[config.mk]
export PLATFORM = sky130hd
export DESIGN_NAME = rtlcfg_cpubridge
export DESIGN_NICKNAME = d
export VERILOG_FILES = /design/src/rtl/rtlcfg_cpubridge.sv
export SDC_FILE = /design/constraint.sdc
export NUM_CORES = 1
export LEC_CHECK = 0
export CORE_MARGIN = 2
export CORE_UTILIZATION = 44
export DETAILED_ROUTE_END_ITERATION = 10
export GPL_ROUTABILITY_DRIVEN = 0
export HOLD_SLACK_MARGIN = 0.02
export PLACE_DENSITY = 0.95
export SKIP_CTS_REPAIR_TIMING = 1
export SYNTH_ARGS = -nofsm -noshare
export SYNTH_HDL_FRONTEND = slang
export SYNTH_SLANG_ARGS = --single-unit
[constraint.sdc]
create_clock -name clk -period 2.61 [get_ports clk]
set_input_delay 0.522 -clock clk [delete_from_list [all_inputs] [get_ports clk]]
set_output_delay 0.522 -clock clk [all_outputs]
set_load 0.03 [all_outputs]
[src/rtl/rtlcfg_cpubridge.sv]
// Host-side access sequencer for the RAM-config CPU port: turns a one-cycle host
// request into a held upen window with a single strobe, a uprdy wait and a timeout.
module rtlcfg_cpubridge #(
   parameter int          ADDRBIT = 5,
   parameter int          WIDTH   = 32,
   parameter int          TOWIDTH = 6,
   parameter int          TIMEOUT = 40,
   parameter logic [31:0] TOVAL   = 32'hDEAD_0BAD
) (
   input  logic               clk,
   input  logic               rst,
   input  logic               hcs,
   input  logic               hrnw,
   input  logic [ADDRBIT-1:0] haddr,
   input  logic [WIDTH-1:0]   hwdata,
   output logic [WIDTH-1:0]   hrdata,
   output logic               hack,
   output logic               herr,
   output logic               hbusy,
   output logic [7:0]         hdrop,
   input  logic               hdropclr,
   output logic               upen,
   output logic [ADDRBIT-1:0] upa,
   output logic               upws,
   output logic               uprs,
   output logic [WIDTH-1:0]   updi,
   input  logic [WIDTH-1:0]   updo,
   input  logic               uprdy
);

   localparam logic [WIDTH-1:0]   TO_DATA  = WIDTH'(TOVAL);
   localparam logic [TOWIDTH-1:0] CNT_LAST = TOWIDTH'(TIMEOUT - 1);

   typedef enum logic [1:0] {IDLE, ISSUE, WAIT, DONE} state_t;

   state_t               state, state_nxt;
   logic                 rnw, rnw_nxt;
   logic [TOWIDTH-1:0]   cnt, cnt_nxt;
   logic [ADDRBIT-1:0]   upa_nxt;
   logic [WIDTH-1:0]     updi_nxt, hrdata_nxt;
   logic                 upen_nxt, upws_nxt, uprs_nxt, hack_nxt, herr_nxt, hbusy_nxt;
   logic [7:0]           hdrop_nxt;

   always_ff @(posedge clk) begin
      if (rst) begin
         state  <= IDLE;
         rnw    <= 1'b0;
         cnt    <= '0;
         upa    <= '0;
         updi   <= '0;
         hrdata <= '0;
         upen   <= 1'b0;
         upws   <= 1'b0;
         uprs   <= 1'b0;
         hack   <= 1'b0;
         herr   <= 1'b0;
         hbusy  <= 1'b0;
         hdrop  <= '0;
      end else begin
         state  <= state_nxt;
         rnw    <= rnw_nxt;
         cnt    <= cnt_nxt;
         upa    <= upa_nxt;
         updi   <= updi_nxt;
         hrdata <= hrdata_nxt;
         upen   <= upen_nxt;
         upws   <= upws_nxt;
         uprs   <= uprs_nxt;
         hack   <= hack_nxt;
         herr   <= herr_nxt;
         hbusy  <= hbusy_nxt;
         hdrop  <= hdrop_nxt;
      end
   end

   // Outputs are computed one cycle ahead so each is registered in the state it belongs to.
   always_comb begin
      state_nxt  = state;
      rnw_nxt    = rnw;
      cnt_nxt    = cnt;
      upa_nxt    = upa;
      updi_nxt   = updi;
      hrdata_nxt = hrdata;
      upen_nxt   = upen;
      upws_nxt   = 1'b0;
      uprs_nxt   = 1'b0;
      hack_nxt   = 1'b0;
      herr_nxt   = 1'b0;
      case (state)
         IDLE: begin
            if (hcs) begin
               upa_nxt   = haddr;
               updi_nxt  = hwdata;
               rnw_nxt   = hrnw;
               upen_nxt  = 1'b1;
               upws_nxt  = !hrnw;
               uprs_nxt  = hrnw;
               state_nxt = ISSUE;
            end
         end
         ISSUE: begin
            cnt_nxt   = '0;
            state_nxt = WAIT;
         end
         WAIT: begin
            // uprdy is checked first so a completion on the last wait cycle is not flagged
            if (uprdy) begin
               if (rnw) hrdata_nxt = updo;
               upen_nxt  = 1'b0;
               hack_nxt  = 1'b1;
               state_nxt = DONE;
            end else if (cnt == CNT_LAST) begin
               if (rnw) hrdata_nxt = TO_DATA;
               upen_nxt  = 1'b0;
               hack_nxt  = 1'b1;
               herr_nxt  = 1'b1;
               state_nxt = DONE;
            end else begin
               cnt_nxt = cnt + TOWIDTH'(1);
            end
         end
         DONE: begin
            state_nxt = IDLE;
         end
         default: state_nxt = IDLE;
      endcase
      hbusy_nxt = (state_nxt != IDLE);

      hdrop_nxt = hdrop;
      if (hdropclr)
         hdrop_nxt = '0;
      else if (hcs && state != IDLE && hdrop != 8'hFF)
         hdrop_nxt = hdrop + 8'd1;
   end

endmodule

==> results list <==
- I/O pin count: 158
- Clock-pin slew was measured on the worst setup and hold paths at 0.10 ns.
- Synth warn: 0
* Clock sink count: 92
- Entering global routing, the biggest net connects 43 pins.
- Count of non-filler cells in the finished layout: 663
- In the final layout, the share of cells above drive strength 1 is 5.35%.
- Summed over all nets, the half-perimeter wirelength after detailed placement is 6720 um.
- Startpoint type of the worst setup path: register
- The H-tree was split into 3 levels.
- Unrepaired setup endpoints after global routing: false
* Worst EP arrival: 2.37 ns
- The number of antenna violations at the first check in global routing was 0.
- Clock tree synthesis inserted a total of 9 buffers.
- Number of buffers on the longest clock path: 2
* Maximum clock frequency: 478 MHz
- # port buffers: 157
- Hold violation count in the final report: 0
- The first global-routing pass estimated 15400 um of wire.
- Number of nets with antenna violations after routing: 0
- Total instance count after detailed placement: 647
- The flow ran to the end, and the final reports show no timing, DRC or antenna violations.
* Crit Path Max Fanout: 14
- Synthesis handed over a netlist of 407 instances.
- HP Class: register to register
* Root Buffer: sky130_fd_sc_hd__clkbuf_8
* Site row count: 32
- Syn Nets: 487
* Die width: 92.5 um
- Capturing element type of the critical path: register
- TritonCTS built the clock tree.
- Chip height: 92.5 um
- The final count of pins violating max slew was 0.
* Min Hold Slack: 0.459 ns
* Relative max-transition margin: 49.5%
* Mapped Avg Cell Area: 8.47 um^2
- Power density normalized to cell area: 729 nW/um^2
* Total Wirelength: 9080 um
* Number of search-and-repair iterations in the first detailed-routing pass: 5
* Post-synth design cell area: 3450 um^2
* Total congestion overflow after global routing: 0
* Total track usage: 22.2%
- In this run the static leakage power is 1.89 nW.
- The number of global-route vias before repair was 3457.
* Layout net count: 636
- Period minus WS final: 2.09 ns
- In the routed layout, each cell is associated on average with a via count of 5.07.
- Relative to the synthesized area, the layout overhead comes to 52.3%.
* Number of setup violations in the final report: 0
- Total power after layout: 3.83 mW
* Routed wire per std cell: 13.7 um
* Diodes inserted: 0
- In the final timing run, aggregate negative setup slack is 0 ns.
- Synthesis inferred 92 register bits.
* Placeable core region: 7650 um^2
- Post-route fraction of the period consumed by the critical path: 80.2%
- VDD sags by at most 0.532 mV.
- Required @ worst endpoint: 2.88 ns
- Clock latency on the worst-skew pair, taken at its later pin, is 0.35 ns.
- Between clock sinks in the finished design, the worst skew comes to 0.0118 ns.
- Area of the die: 8560 um^2
- Share of the yosys chip area belonging to registers: 53.4%
* Setup Crit Path Kind: register to register
- # DRC: 0
- At the pin with the least slew margin, the transition time is 0.758 ns.
* Post-layout utilization of the core: 68.7%
* First DRT Iteration DRCs: 158
- Initial core utilization: 45.1%
- MaxCap Viol Count: 0
* Unique masters post-synth: 45
- Total number of vias: 3364
-- final timing paths --
path | from | endpoint | slack (ns) | depth (start not counted)
max | state[0] | hrdata[24] | 0.52 | 7
min | updi[17] | updi[17] | 0.46 | 2
max reg2reg | state[0] | hrdata[24] | 0.52 | 7
min reg2reg | updi[17] | updi[17] | 0.46 | 2
-- report_power, final --
group	leakage, nW	total [mW]	switching (mW)	internal, mW
clock network	0.0943	0.891	0.521	0.369
registers	0.748	1.66	0.0891	1.57
logic	1.04	1.28	0.747	0.531
-- registers in the layout, summed over array words and instances (netlist names) --
name / cells
hrdata: 32
hack: 1
upa: 5
cnt: 6
hbusy: 1
herr: 1
state: 2
updi: 32
upws: 1
hdrop: 8
upen: 1
uprs: 1
rnw: 1
-- layer usage --
| layer | wire length (um) | GRT usage (%) | up-vias |
|---|---|---|---|
| li1 | - | - | 1668 |
| met1 | 3740 | 25.1 | 1562 |
| met2 | 4610 | 38.8 | 118 |
| met3 | 575 | 7.57 | 16 |
| met4 | 151 | 8.08 | 0 |
| met5 | 0 | 0 | - |
-- final cells by class --
cell class	count	area (um^2)
clock inverters	7	65.1
inverters	4	15.0
repair buffers	163	1610
flip-flops and latches	92	1840
multi-input cells	286	1470
clock buffers	9	124
fillers	602	2400
well taps	102	128
-- per-stage QoR --
step | setup slack, ns | cell area [um^2]
finish | 0.516 | 5250
global route | 0.268 | 5250
CTS | 0.535 | 5250
detailed placement | 0.391 | 5060
global placement | 0.493 | 5060
floorplan | 0.887 | 3450
-- cell usage in the layout (no fill, tap or decap), types with 3 or more instances in the layout --
master                              n
sky130_fd_sc_hd__mux2i_1            3
sky130_fd_sc_hd__a211oi_1           3
sky130_fd_sc_hd__nand3b_1           3
sky130_fd_sc_hd__dfxtp_1           92
sky130_fd_sc_hd__ha_1               5
sky130_fd_sc_hd__inv_1              4
sky130_fd_sc_hd__nand2_1           83
sky130_fd_sc_hd__nand3_1            6
sky130_fd_sc_hd__nor3_1            21
sky130_fd_sc_hd__nor2b_1            5
sky130_fd_sc_hd__nor2_1            57
sky130_fd_sc_hd__clkbuf_8           9
sky130_fd_sc_hd__a22oi_1           13
sky130_fd_sc_hd__or3_1              3
sky130_fd_sc_hd__clkdlybuf4s50_1  156
sky130_fd_sc_hd__a21oi_1           46
sky130_fd_sc_hd__buf_4              6
-- synth_stat cells (all sizes together) --
cell	instances	area share, %
a211oi	3	0.65
a21oi	46	6.7
a22oi	13	2.8
a311oi	1	0.25
a31oi	1	0.18
a41o	1	0.29
a41oi	1	0.47
and2	2	0.36
and2b	1	0.22
and3	2	0.36
and3b	1	0.25
and4	1	0.25
buf	7	1.6
clkbuf	18	2.0
dfxtp	92	53
ha	5	1.8
inv	4	0.44
mux2i	3	0.87
nand2	83	9.0
nand2b	2	0.36
nand3	6	0.87
nand3b	3	0.65
nand4	2	0.36
nand4b	1	0.25
nor2	59	6.6
nor2b	5	0.91
nor3	23	3.6
nor3b	2	0.44
nor4b	1	0.25
o211ai	2	0.44
o21ai	3	0.44
o21bai	1	0.22
o2bb2ai	1	0.25
o31a	1	0.25
o31ai	2	0.44
o32ai	1	0.25
o41ai	1	0.25
or2	2	0.36
or3	3	0.54
xor2	1	0.25
-- worst max-delay path: stages, from the launching register on --
cell and delay (ns):
sky130_fd_sc_hd__dfxtp_1 0.39, sky130_fd_sc_hd__inv_1 0.10, sky130_fd_sc_hd__ha_1 0.32, sky130_fd_sc_hd__and3_1 0.23, sky130_fd_sc_hd__buf_4 0.19, sky130_fd_sc_hd__a41oi_2 0.52, sky130_fd_sc_hd__a22oi_1 0.13, sky130_fd_sc_hd__nor2_1 0.14
-- kinds of logic (layout without fill, tap and decap cells) --
| kind of cell | count (synthesis) | in the layout | share of synthesized area, % |
|---|---|---|---|
| AND/OR/NAND/NOR | 199 | 199 | 25.7 |
| flip-flops | 92 | 92 | 53.4 |
| AO/OA/AOI/OAI | 78 | 78 | 13.9 |
| buffers and inverters | 29 | 183 | 4.03 |
| adder cells (fa/ha/maj) | 5 | 5 | 1.81 |
| multiplexers | 3 | 3 | 0.871 |
| XOR/XNOR | 1 | 1 | 0.254 |
Power figures use the tool's default switching activity.
